### config.mk
export PLATFORM = sky130hd
export DESIGN_NAME = div_ratio_ctrl
export DESIGN_NICKNAME = d
export VERILOG_FILES = /design/src/rtl/div_ratio_ctrl_pkg.sv /design/src/rtl/div_ratio_ctrl_dec.sv /design/src/rtl/div_ratio_ctrl.sv
export SDC_FILE = /design/constraint.sdc
export NUM_CORES = 1
export LEC_CHECK = 0
export BUFFER_PORTS_ARGS = -buffer_cell sky130_fd_sc_hd__buf_2
export CAP_MARGIN = 20
export CORE_AREA = 2 2 53 50
export CTS_CLUSTER_SIZE = 28
export DETAILED_ROUTE_END_ITERATION = 7
export DIE_AREA = 0 0 55 52
export PLACE_DENSITY = 0.8
export RECOVER_POWER = 50
export SETUP_SLACK_MARGIN = 0.5
export SLEW_MARGIN = 10
export SYNTH_ARGS = -nofsm -noshare
export SYNTH_HDL_FRONTEND = slang
export SYNTH_SLANG_ARGS = --single-unit
### constraint.sdc
create_clock -name clk -period 3.3 [get_ports clk]
set_input_delay 0.165 -clock clk [delete_from_list [all_inputs] [get_ports clk]]
set_output_delay 0.165 -clock clk [all_outputs]
set_load 0.02 [all_outputs]
### src/rtl/div_ratio_ctrl_pkg.sv
// Shared FSM encoding and prescale/ratio constants for the UART divide-ratio controller.
package div_ratio_ctrl_pkg;

  typedef enum logic [1:0] {
    ST_OFF  = 2'd0,
    ST_RUN  = 2'd1,
    ST_PEND = 2'd2
  } state_t;

  localparam int unsigned PS_32 = 32;
  localparam int unsigned PS_16 = 16;
  localparam int unsigned PS_8  = 8;
  localparam int unsigned PS_4  = 4;

  localparam int unsigned RATIO_1 = 1;
  localparam int unsigned RATIO_2 = 2;
  localparam int unsigned RATIO_4 = 4;
  localparam int unsigned RATIO_8 = 8;

  localparam int unsigned RATIO_DEFAULT = RATIO_1;

endpackage

### src/rtl/div_ratio_ctrl_dec.sv
// Combinational prescale -> power-of-two divide ratio decode; unsupported values fall back to ratio 1.
module prescale_ratio_dec
  import div_ratio_ctrl_pkg::*;
#(
  parameter int unsigned PRESCALE_W = 6,
  parameter int unsigned RATIO_W    = 8
) (
  input  logic [PRESCALE_W-1:0] i_prescale,
  output logic [RATIO_W-1:0]    o_ratio,
  output logic                  o_err
);

  logic [31:0] w_ps;

  // Zero-extend so the compare is against the full constant value.
  assign w_ps = 32'(i_prescale);

  always_comb begin
    o_ratio = RATIO_W'(RATIO_DEFAULT);
    o_err   = 1'b0;
    case (w_ps)
      PS_32:   o_ratio = RATIO_W'(RATIO_1);
      PS_16:   o_ratio = RATIO_W'(RATIO_2);
      PS_8:    o_ratio = RATIO_W'(RATIO_4);
      PS_4:    o_ratio = RATIO_W'(RATIO_8);
      default: o_err   = 1'b1;
    endcase
  end

endmodule

### src/rtl/div_ratio_ctrl.sv
// Run-time divide-ratio controller: config handshake, boundary-aligned ratio switch,
// divided tick and divided level for the UART sampling logic.
module div_ratio_ctrl
  import div_ratio_ctrl_pkg::*;
#(
  parameter int unsigned PRESCALE_W = 6,
  parameter int unsigned RATIO_W    = 8
) (
  input  logic                  clk,
  input  logic                  rst,
  input  logic                  en,
  input  logic                  cfg_valid,
  input  logic [PRESCALE_W-1:0] cfg_prescale,
  output logic                  cfg_ready,
  output logic                  cfg_err,
  output logic                  div_tick,
  output logic                  div_clk,
  output logic [RATIO_W-1:0]    active_ratio,
  output logic                  busy
);

  state_t               r_state;
  state_t               w_state_nxt;
  logic [RATIO_W-1:0]   r_cnt;
  logic [RATIO_W-1:0]   w_cnt_nxt;
  logic [RATIO_W-1:0]   r_active;
  logic [RATIO_W-1:0]   w_active_nxt;
  logic [RATIO_W-1:0]   r_pending;
  logic [RATIO_W-1:0]   w_pending_nxt;
  logic                 r_err;

  logic [RATIO_W-1:0]   w_dec_ratio;
  logic                 w_dec_err;
  logic                 w_accept;
  logic                 w_wrap;
  logic                 w_running;
  logic [RATIO_W-1:0]   w_half;

  prescale_ratio_dec #(
    .PRESCALE_W (PRESCALE_W),
    .RATIO_W    (RATIO_W)
  ) u_dec (
    .i_prescale (cfg_prescale),
    .o_ratio    (w_dec_ratio),
    .o_err      (w_dec_err)
  );

  assign w_running = (r_state != ST_OFF);
  assign w_wrap    = (r_cnt == (r_active - RATIO_W'(1)));
  assign cfg_ready = (r_state != ST_PEND);
  assign w_accept  = cfg_valid & cfg_ready;

  // Ratio 1 has no low phase, so its high-phase length is forced to 1.
  assign w_half = (r_active == RATIO_W'(1)) ? RATIO_W'(1) : (r_active >> 1);

  always_comb begin
    w_state_nxt   = r_state;
    w_cnt_nxt     = r_cnt;
    w_active_nxt  = r_active;
    w_pending_nxt = r_pending;
    unique case (r_state)
      ST_OFF: begin
        w_cnt_nxt = '0;
        if (w_accept) begin
          w_active_nxt = w_dec_ratio;
        end
        if (en) begin
          w_state_nxt = ST_RUN;
        end
      end
      ST_RUN: begin
        if (!en) begin
          w_state_nxt = ST_OFF;
          w_cnt_nxt   = '0;
          if (w_accept) begin
            w_active_nxt = w_dec_ratio;
          end
        end else begin
          w_cnt_nxt = w_wrap ? '0 : (r_cnt + RATIO_W'(1));
          if (w_accept) begin
            w_pending_nxt = w_dec_ratio;
            w_state_nxt   = ST_PEND;
          end
        end
      end
      ST_PEND: begin
        if (!en) begin
          w_state_nxt  = ST_OFF;
          w_cnt_nxt    = '0;
          w_active_nxt = r_pending;
        end else if (w_wrap) begin
          w_state_nxt  = ST_RUN;
          w_cnt_nxt    = '0;
          w_active_nxt = r_pending;
        end else begin
          w_cnt_nxt = r_cnt + RATIO_W'(1);
        end
      end
      default: begin
        w_state_nxt = ST_OFF;
        w_cnt_nxt   = '0;
      end
    endcase
  end

  always_ff @(posedge clk) begin
    if (rst) begin
      r_state   <= ST_OFF;
      r_cnt     <= '0;
      r_active  <= RATIO_W'(RATIO_DEFAULT);
      r_pending <= RATIO_W'(RATIO_DEFAULT);
      r_err     <= 1'b0;
    end else begin
      r_state   <= w_state_nxt;
      r_cnt     <= w_cnt_nxt;
      r_active  <= w_active_nxt;
      r_pending <= w_pending_nxt;
      r_err     <= w_accept & w_dec_err;
    end
  end

  assign div_tick     = w_running & w_wrap;
  assign div_clk      = w_running & (r_cnt < w_half);
  assign active_ratio = r_active;
  assign busy         = (r_state == ST_PEND);
  assign cfg_err      = r_err;

endmodule

==> flow_summary_export.csv, run 1 <==
group,metric,value,unit
drt,dr_total_vias,1159,
floorplan,coreArea,2340,sq um
layout,utilization,59.7,%
timing,fmax,430,MHz
grt,grt_first_pass_wirelength,4430,um
clock_network,path_clk_slew,0.10,ns
synthesis,yosys_warnings,0,
critical_path,crit_required,3.13,ns
critical_path,crit_family,"compound AO/OA/AOI/OAI gates",
timing,rsz0062_at_grt,"no",
synthesis,synth-seq-cells,19,
floorplan,die_y,52,um
clock_network,cts_setup_buffers,0,
timing,slew_headroom,58.9,%
timing,setup_viol,0,
synthesis,syn_inst,153,
grt,grt_max_degree,13,
drt,drt_iter0_drc,36,
synthesis,ys_seq_area_share,29.5,%
power_and_ir_drop,p_switching,0.000163,W
critical_path,cp_data_arrival_time,2.16,ns
clock_network,cts_tree,"done",
power_and_ir_drop,p_int,0.000333,W
drt,routed_wl,2770,um
layout,design_area,1400,sq um
min_path,hp-class,"primary input to flop",
layout,antenna_cells,0,
synthesis,ys_async_sr_fraction,0,%
layout,fillers,219,
layout,drive_gt1_share,12.3,%
clock_network,clockBufferDepth,2,
timing,final_max_slew_viol_count,0,
floorplan,num_rows,17,
drt,routedWlPerCell,13.9,um
synthesis,yosys.area.top_type,"dfxtp_1",
critical_path,path_max_fanout,7,
synthesis,ys.flop_type,"dfxtp_1",
grt,first_global_vias,1035,
power_and_ir_drop,seq_power_share,50.1,%
critical_path,setup.worst_path.end_class,"primary output",
placement,post_dp_cell_area,1380,sq um
timing,fin_skew,0.000643,ns
critical_path,crit_start,"active_ratio[0]$_SDFFE_PP1P_",
clock_network,cts-buffers-inserted,3,
grt,grt_antenna_before_repair,0,
drt,antenna_left,0,
critical_path,path_cells,"inv_1 > ha_1 > o21ba_2 > a22oi_1 > a21oi_1 > nor3_1 > buf_2",
timing,finalSetupTns,0,ns
power_and_ir_drop,swShare,32.8,%
placement,dp.final_hpwl,2180,um
clock_network,h-tree-depth,1,
timing,min_period,2.33,ns
layout,area_delta_synth_final,8.55,%
critical_path,slowest_stage,"dfxtp_1",
critical_path,worst-path-buf-inv,2,
critical_path,slowest_delay,0.47,ns
job,cap_violations,0,
grt,grt_usage,21.0,%
floorplan,start_util,55.0,%
grt,gr-total-overflow,0,
synthesis,syn_avg_cell_area,8.41,sq um
floorplan,io_pins,23,
synthesis,syn_area,1290,sq um
clock_network,clockRootBuffer,"clkbuf_4",
floorplan,dieArea,2860,sq um
synthesis,ys_types,45,
drt,route.detailed.drc,0,
power_and_ir_drop,comb_power_share,26.1,%
critical_path,critPathKind,"flop to primary output",
synthesis,yosysTopAreaCellShare,29.5,%
timing,final.period_utilization,70.5,%
run_status,status,"finished, final reports clean",
power_and_ir_drop,p_leak,0.533,nW
layout,fin_nets,192,
placement,io_buffers,18,
power_and_ir_drop,peakVddDrop,0.000374,V
floorplan,die_w,55,um
min_path,min_from,"cfg_prescale[0]",
timing,tightestPinTransition,0.613,ns
drt,vias_per_cell,5.82,
synthesis,yosys-top-cells-area,"dfxtp_1 (30%), ha_1 (9.7%), xnor2_1 (5.4%)",
drt,firstDrtPassIters,4,
timing,hold_viol,0,
clock_network,clk_latency,0.29,ns
critical_path,startpoint_type,"flop",
power_and_ir_drop,pwr-share-clk,23.7,%
clock_network,ctsResizeCount,0,
clock_network,cts_hold_buf,0,
clock_network,clock-sinks,19,
synthesis,synth_edf_count,0,
power_and_ir_drop,power.density,355,nW/um^2
placement,place_congestion,0.859,
critical_path,r2r_start,"active_ratio[0]$_SDFFE_PP1P_",
## cells in the mapped netlist, types with 2 or more instances
master / n
dfxtp_1: 19
nor2_1: 12
inv_1: 11
a21oi_1: 10
ha_1: 10
nand2_1: 9
xnor2_1: 8
xor2_1: 6
o21ai_0: 5
buf_4: 4
nand3_1: 4
nor3_1: 4
nor4_1: 4
o31ai_1: 4
a31oi_1: 3
nand4_1: 3
or3_1: 3
a211o_1: 2
a311oi_1: 2
clkbuf_1: 2
nor2b_1: 2
o21ba_2: 2
or4_1: 2
## power groups by stage
| stage | clock network [W] | registers [W] | logic, W |
|---|---|---|---|
| 4_1_cts | 0.000120 | 0.000248 | 0.000131 |
| 3_3_place_gp | 0 | 0.000253 | 0.000125 |
| 3_5_place_dp | 0 | 0.000253 | 0.000130 |
| 2_1_floorplan | 0 | 0.000255 | 0.0000929 |
| 6_report | 0.000118 | 0.000249 | 0.000130 |
| 5_1_grt | 0.000125 | 0.000250 | 0.000144 |
## cell type report
class | count | area [sq um] | share of cell area [%]
multi-input combinational | 119 | 835 | 59.7
sequential | 19 | 380 | 27.2
timing repair buffer | 18 | 80.1 | 5.73
inverter | 11 | 41.3 | 2.95
tap | 28 | 35.0 | 2.51
clock buffer | 4 | 26.3 | 1.88
## registers in the layout (all words and copies together) (netlist names)
signal,count
cfg_err,1
active_ratio,4
r_pending,4
r_cnt,8
r_state,2
## worst paths after layout
check	end	slack [ns]	cells after the start
min reg2reg	r_pending[0]$_SDFFE_PP1P_	0.46	1
min	cfg_err$_SDFF_PP0_	0.16	2
max	div_tick	0.97	7
max reg2reg	active_ratio[2]$_SDFFE_PP0P_	1.16	7
## per-layer routing
metal  vias to the layer above  share of wire, %  global-route usage (%)
met1                       516                48                    27.8
met5                         -                 0                       0
met4                         0               1.8                    3.66
met3                         8               6.3                    5.75
met2                        47                44                    34.1
li1                        588                 -                       -
## cells in the final DEF (no fill, tap or decap), drive strengths merged, types with 2 or more instances in the layout
cell type	n
or3	3
nor3	5
a31oi	3
nand2	9
o21ai	5
xnor2	8
nor2b	2
ha	10
nand4	3
o21ba	2
nor4	5
conb	4
a21oi	10
or4	3
nand3	4
a211o	2
o31ai	4
clkbuf	12
dfxtp	19
nor2	12
a311oi	2
inv	11
xor2	6
buf	10
## stage by stage
step | std cells | power (W) | worst slack, ns | hold WS [ns]
floorplan | 156 | 0.000348 | 1.22 | 0.329
global placement | 195 | 0.000377 | 1.29 | 0.434
detailed placement | 195 | 0.000383 | 1.19 | 0.442
CTS | 199 | 0.000498 | 0.979 | 0.153
global route | 199 | 0.000519 | 0.842 | 0.174
finish | 199 | 0.000496 | 0.974 | 0.160
## worst register-to-register path: stages, from the launching register on
cell      delay [ns]
dfxtp_1         0.47
inv_1           0.08
ha_1            0.26
xnor2_1         0.15
a22oi_1         0.12
a211oi_1        0.58
nor3_2          0.14
a311oi_1        0.25
## cell families after synthesis
logic type	after synthesis	synth area share [%]
AO/OA/AOI/OAI	36	19.5
multiplexers	2	1.65
other	1	0.291
XOR/XNOR	14	9.52
buffers and inverters	18	6.51
AND/OR/NAND/NOR	53	23.2
flip-flops	19	29.5
adder cells (fa/ha/maj)	10	9.72
(Power assumes the default switching activity.)
==> run 2: changes to the inputs <==
--- a/config.mk
+++ b/config.mk
@@ -7,11 +7,11 @@
 export LEC_CHECK = 0
 export BUFFER_PORTS_ARGS = -buffer_cell sky130_fd_sc_hd__buf_2
 export CAP_MARGIN = 20
-export CORE_AREA = 2 2 53 50
+export CORE_AREA = 2 2 58 54
 export CTS_CLUSTER_SIZE = 28
 export DETAILED_ROUTE_END_ITERATION = 7
-export DIE_AREA = 0 0 55 52
-export PLACE_DENSITY = 0.8
+export DIE_AREA = 0 0 60 56
+export PLACE_DENSITY = 0.72
 export RECOVER_POWER = 50
 export SETUP_SLACK_MARGIN = 0.5
 export SLEW_MARGIN = 10
==> constraint.sdc (replaced) <==
create_clock -name clk -period 2 [get_ports clk]
set_input_delay 0.1 -clock clk [delete_from_list [all_inputs] [get_ports clk]]
set_output_delay 0.1 -clock clk [all_outputs]
set_load 0.02 [all_outputs]
==> run 2 against run 1 <==
Effect of this change:
- the run now ends with negative setup slack left
- die area is 17% higher
- non-clock buffer count is 12 higher
- sequential power is 65% higher
- clock skew is 0.0021 ns higher
- critical endpoint unchanged
- highest routed layer unchanged
==> flow_summary_export.csv, run 2 (same netlist as run 1, synthesis figures left out) <==
group,metric,value,unit
placement,io_buffers,18,
clock_network,clockRootBuffer,"clkbuf_4",
timing,worst_hold_slack,0.0812,ns
power_and_ir_drop,power.density,543,nW/um^2
layout,area_delta_synth_final,32.1,%
timing,min_period,2.02,ns
grt,grt_max_degree,13,
floorplan,dieArea,3360,sq um
critical_path,cp_data_arrival_time,1.92,ns
clock_network,cts-buffers-inserted,3,
grt,grt_usage,19.1,%
clock_network,path_clk_slew,0.11,ns
clock_network,cts_hold_buf,0,
layout,design_area,1700,sq um
drt,vias_per_cell,5.65,
timing,fin_skew,0.00276,ns
timing,final_max_slew_viol_count,0,
timing,setup_ws,-0.0196,ns
critical_path,critPathKind,"flop to primary output",
layout,mostFrequentLayoutCells,"dfxtp_1 (13), buf_2 (13), nor2_1 (11)",
clock_network,clockBufferDepth,2,
drt,antenna_left,0,
clock_network,cts_tree,"done",
placement,place_congestion,0.840,
grt,grt_antenna_before_repair,0,
timing,setup_viol,1,
clock_network,clock-sinks,19,
drt,firstDrtPassIters,4,
placement,dp_cells,207,
grt,grtUsageMet2,30.4,%
grt,met3_usage,2.09,%
floorplan,io_pins,23,
timing,rsz0062_at_grt,"yes",
layout,drive_gt1_share,36.1,%
critical_path,startpoint_type,"flop",
drt,routedWlPerCell,14.7,um
floorplan,die_y,56,um
layout,largest_reg_flops,8,
floorplan,start_util,47.2,%
timing,fmax,495,MHz
power_and_ir_drop,peakVddDrop,0.000254,V
drt,route.detailed.drc,0,
layout,antenna_cells,0,
floorplan,num_rows,18,
power_and_ir_drop,p_leak,0.624,nW
drt,dr_total_vias,1259,
floorplan,coreArea,2730,sq um
timing,hold_viol,0,
grt,grt_first_pass_wirelength,5040,um
clock_network,h-tree-depth,1,
drt,routed_wl,3270,um
layout,finalNonFillerCells,223,
critical_path,path_max_fanout,6,
run_status,status,"complete, but fails checks",
floorplan,die_w,60,um
critical_path,crit_required,1.90,ns
clock_network,clk_latency,0.30,ns
grt,first_global_vias,1128,
timing,final.period_utilization,101,%
placement,dp.final_hpwl,2190,um
layout,fin_nets,204,
min_path,hp-class,"primary input to flop",
critical_path,setup.worst_path.end_class,"primary output",
grt,grt-busiest-layer,"met2",
run_status,violations,"negative setup slack",
job,cap_violations,0,
layout,largest_register,"r_cnt",
placement,post_dp_cell_area,1460,sq um
drt,drt_iter0_drc,36,
grt,use_met1,26.4,%
grt,gr-total-overflow,0,
[run 2: changes by cell type in the layout (fill, tap and decap cells not counted), sizes merged]
| cell | delta |
|---|---|
| buf | +17 |
| clkbuf | -5 |
[run 2: metal layers]
metal  up-vias  wire (um)
li1        614          -
met1       591       1490
met2        43       1550
met3        11        165
met4         0         69
met5         -          0
[run 2: cell type report]
type / count / area [sq um]
Fill cell: 236 / 1020
Multi-Input combinational cell: 119 / 988
Sequential cell: 19 / 398
Timing Repair Buffer: 30 / 196
Tap cell: 40 / 50.0
Inverter: 11 / 41.3
Clock buffer: 4 / 26.3
[run 2: power by group]
group	internal, W	switching, W	leakage [nW]
combinational	0.000137	0.000174	0.452
sequential	0.000391	0.0000210	0.157
clock	0.0000778	0.000122	0.0150
[run 2: path summary, 6_finish.rpt]
path / cells after the start / slack, ns / end / start
setup / recovery: 7 / -0.02 / div_tick / active_ratio[1]$_SDFFE_PP0P_
hold / removal: 2 / 0.08 / cfg_err$_SDFF_PP0_ / cfg_prescale[0]
setup reg to reg: 10 / 0.02 / r_state[0]$_SDFFE_PP0P_ / active_ratio[0]$_SDFFE_PP1P_
hold reg to reg: 1 / 0.47 / r_pending[0]$_SDFFE_PP1P_ / r_pending[0]$_SDFFE_PP1P_
[run 2: repair_timing]
action	4_1_cts	5_1_grt
setup buffers	4	8
resized for setup	19	10
endpoints found under the setup margin	22	19
pin swaps	11	11
[run 2: through the flow]
stage	setup slack (ns)	util (%)	total power (W)	setup TNS, ns
2_1_floorplan	0.249	-	0.000591	0
3_3_place_gp	0.165	53.7	0.000643	0
3_5_place_dp	0.0839	53.7	0.000651	0
4_1_cts	-0.0267	58.6	0.000888	-0.0267
5_1_grt	-0.123	62.4	0.000968	-0.888
6_report	-0.0196	62.4	0.000923	-0.0196
[run 2: worst max-delay path: stages, from the launching register on]
cell and delay (ns):
dfxtp_4 0.40, inv_2 0.06, ha_4 0.17, o21ba_2 0.20
a22oi_2 0.28, a21oi_2 0.14, nor3_2 0.19, buf_4 0.16
==> run 3: changes to the inputs <==
--- a/config.mk
+++ b/config.mk
@@ -5,12 +5,13 @@
 export SDC_FILE = /design/constraint.sdc
 export NUM_CORES = 1
 export LEC_CHECK = 0
+export ABC_AREA = 1
 export BUFFER_PORTS_ARGS = -buffer_cell sky130_fd_sc_hd__buf_2
 export CAP_MARGIN = 20
-export CORE_AREA = 2 2 58 54
+export CORE_AREA = 2 2 57 54
 export CTS_CLUSTER_SIZE = 28
 export DETAILED_ROUTE_END_ITERATION = 7
-export DIE_AREA = 0 0 60 56
+export DIE_AREA = 0 0 59 56
 export PLACE_DENSITY = 0.72
 export RECOVER_POWER = 50
 export SETUP_SLACK_MARGIN = 0.5
==> run 3 against run 2 <==
Effect of this change:
- the run now ends clean
- synthesized area down 1.7%
- global-route usage down 1.7 points
- via count increased by 0.64%
- critical path type unchanged
- critical endpoint unchanged
- highest routed layer unchanged
==> flow_summary_export.csv, run 3 <==
group,metric,value,unit
drt,antenna_left,0,
drt,routedWlPerCell,10.6,um
critical_path,cp_data_arrival_time,1.76,ns
floorplan,num_rows,18,
critical_path,slowest_delay,0.37,ns
grt,grt_max_degree,12,
critical_path,r2r_start,"active_ratio[2]$_SDFFE_PP0P_",
synthesis,synth_common_cells,"nand2_1 (50), nor2_1 (29), inv_1 (26), dfxtp_1 (19), nand3_1 (13)",
grt,first_global_vias,1049,
layout,design_area,1620,sq um
layout,area_delta_synth_final,27.9,%
min_path,hp-class,"primary input to flop",
floorplan,coreArea,2660,sq um
critical_path,setup.worst_path.end_class,"primary output",
timing,setup_viol,0,
power_and_ir_drop,power.density,1270,nW/um^2
layout,utilization,60.9,%
critical_path,path_cells,"nor3_4 > ha_4 > nand2_2 > nand2_1 > nor2_1 > nand2_1 > nor2_2 > nand2_2 > nor2_4 > buf_6",
placement,dp_slack,0.285,ns
drt,firstDrtPassIters,4,
synthesis,synth_most_common_cell,"nand2_1",
synthesis,synth_edf_count,0,
critical_path,slowest_stage,"dfxtp_4",
synthesis,yosys-top-cells-area,"dfxtp_1 (30%), nand2_1 (15%), ha_1 (9.9%)",
synthesis,yosys.area.top_type,"dfxtp_1",
clock_network,path_clk_slew,0.11,ns
synthesis,yosys_warnings,0,
job,cap_violations,0,
placement,dp.final_hpwl,1900,um
grt,grt_antenna_before_repair,0,
clock_network,clk_latency,0.30,ns
synthesis,ys_types,23,
timing,final.period_utilization,92.9,%
floorplan,dieArea,3300,sq um
synthesis,yosysTopAreaCellShare,30.0,%
critical_path,critPathKind,"flop to primary output",
layout,drive_gt1_share,28.5,%
run_status,status,"finished, final reports clean",
floorplan,die_y,56,um
drt,vias_per_cell,4.91,
floorplan,start_util,47.6,%
timing,final_max_slew_viol_count,0,
critical_path,crit_required,1.90,ns
timing,fin_skew,0.00703,ns
layout,fillers,256,
layout,mostFrequentLayoutCells,"nand2_1 (45), inv_1 (24), nor2_1 (22)",
synthesis,syn_area,1270,sq um
clock_network,clockRootBuffer,"clkbuf_4",
synthesis,syn_inst,198,
layout,fin_nets,249,
grt,grt_first_pass_wirelength,4520,um
critical_path,crit_start,"active_ratio[2]$_SDFFE_PP0P_",
power_and_ir_drop,peakVddDrop,0.000957,V
timing,fmax,538,MHz
placement,io_buffers,18,
clock_network,cts-buffers-inserted,3,
timing,hold_viol,0,
drt,route.detailed.drc,0,
synthesis,ys.flop_type,"dfxtp_1",
timing,rsz0062_at_grt,"yes",
clock_network,cts_tree,"done",
placement,place_congestion,0.847,
synthesis,synth-seq-cells,19,
timing,finalSetupTns,0,ns
clock_network,clock-sinks,19,
layout,largest_reg_flops,8,
drt,dr_total_vias,1267,
critical_path,path_max_fanout,3,
layout,final_common_cell,"nand2_1",
drt,routed_wl,2740,um
floorplan,io_pins,23,
critical_path,startpoint_type,"flop",
synthesis,ys_async_sr_fraction,0,%
clock_network,h-tree-depth,1,
drt,drt_iter0_drc,36,
min_path,min_from,"cfg_prescale[3]",
layout,antenna_cells,0,
timing,min_period,1.86,ns
clock_network,clockBufferDepth,2,
power_and_ir_drop,p_leak,0.747,nW
grt,gr-total-overflow,0,
grt,grt_usage,17.4,%
floorplan,die_w,59,um
placement,post_dp_cell_area,1400,sq um
timing,setup_ws,0.142,ns
synthesis,syn_avg_cell_area,6.40,sq um
layout,largest_register,"r_cnt",
synthesis,ys_seq_area_share,30.0,%
## run 3: where the power goes
part           switching (W)  internal, W
combinational       0.000763     0.000549
clock               0.000119    0.0000778
sequential         0.0000762     0.000465
## run 3: path summary, 6_finish.rpt
path / end / slack, ns / cells past startpoint
setup / recovery: div_tick / 0.14 / 10
hold / removal: r_pending[2]$_SDFFE_PP0P_ / 0.15 / 3
setup reg to reg: active_ratio[2]$_SDFFE_PP0P_ / 0.18 / 14
hold reg to reg: r_pending[0]$_SDFFE_PP1P_ / 0.49 / 2
## run 3: metal layers
layer | part of all wire [%] | vias to the layer above | global-route usage, %
li1 | - | 681 | -
met1 | 49 | 555 | 23.7
met2 | 47 | 27 | 26.5
met3 | 3.4 | 4 | 5.12
met4 | 1.2 | 0 | 4.55
met5 | 0 | - | 0
## run 3: final cells by class
class	instances	area, sq um	share of cell area [%]
Multi-Input combinational cell	147	868	53.6
Inverter	30	113	6.96
Tap cell	30	37.5	2.32
Sequential cell	19	397	24.5
Timing Repair Buffer	28	178	11.0
Clock buffer	4	26.3	1.62
## run 3: timing repair
item	CTS	global route
buffers inserted	4	5
hold buffers	1	0
gates resized for setup	8	20
endpoints found under the hold margin	1	0
endpoints found under the setup margin	16	20
pin swaps	2	5
cloned	0	0
## run 3: per-stage QoR
step,hold slack (ns),std cells,power [W]
after floorplan,0.176,201,0.00129
after global placement,0.309,244,0.00149
after detailed placement,0.307,244,0.00150
after CTS,0.131,253,0.00188
after global routing,0.162,258,0.00224
final,0.153,258,0.00205
## run 3: cells by family (layout without fill, tap and decap cells)
family	Yosys count	count (layout)	synth area share, %
simple gates	109	109	37.7
flops	19	19	30.0
xor+xnor	3	3	2.08
other cells	1	4	0.296
fa+ha+maj	10	10	9.88
buf+inv	35	62	11.6
compound gates	21	21	8.40
## run 3: critical path, delay by kind of cell, from the launching register on
family | cells | cell delay, ns
adder cells (fa/ha/maj) | 1 | 0.24
flip-flops | 1 | 0.37
buffers and inverters | 1 | 0.12
AND/OR/NAND/NOR | 8 | 0.72
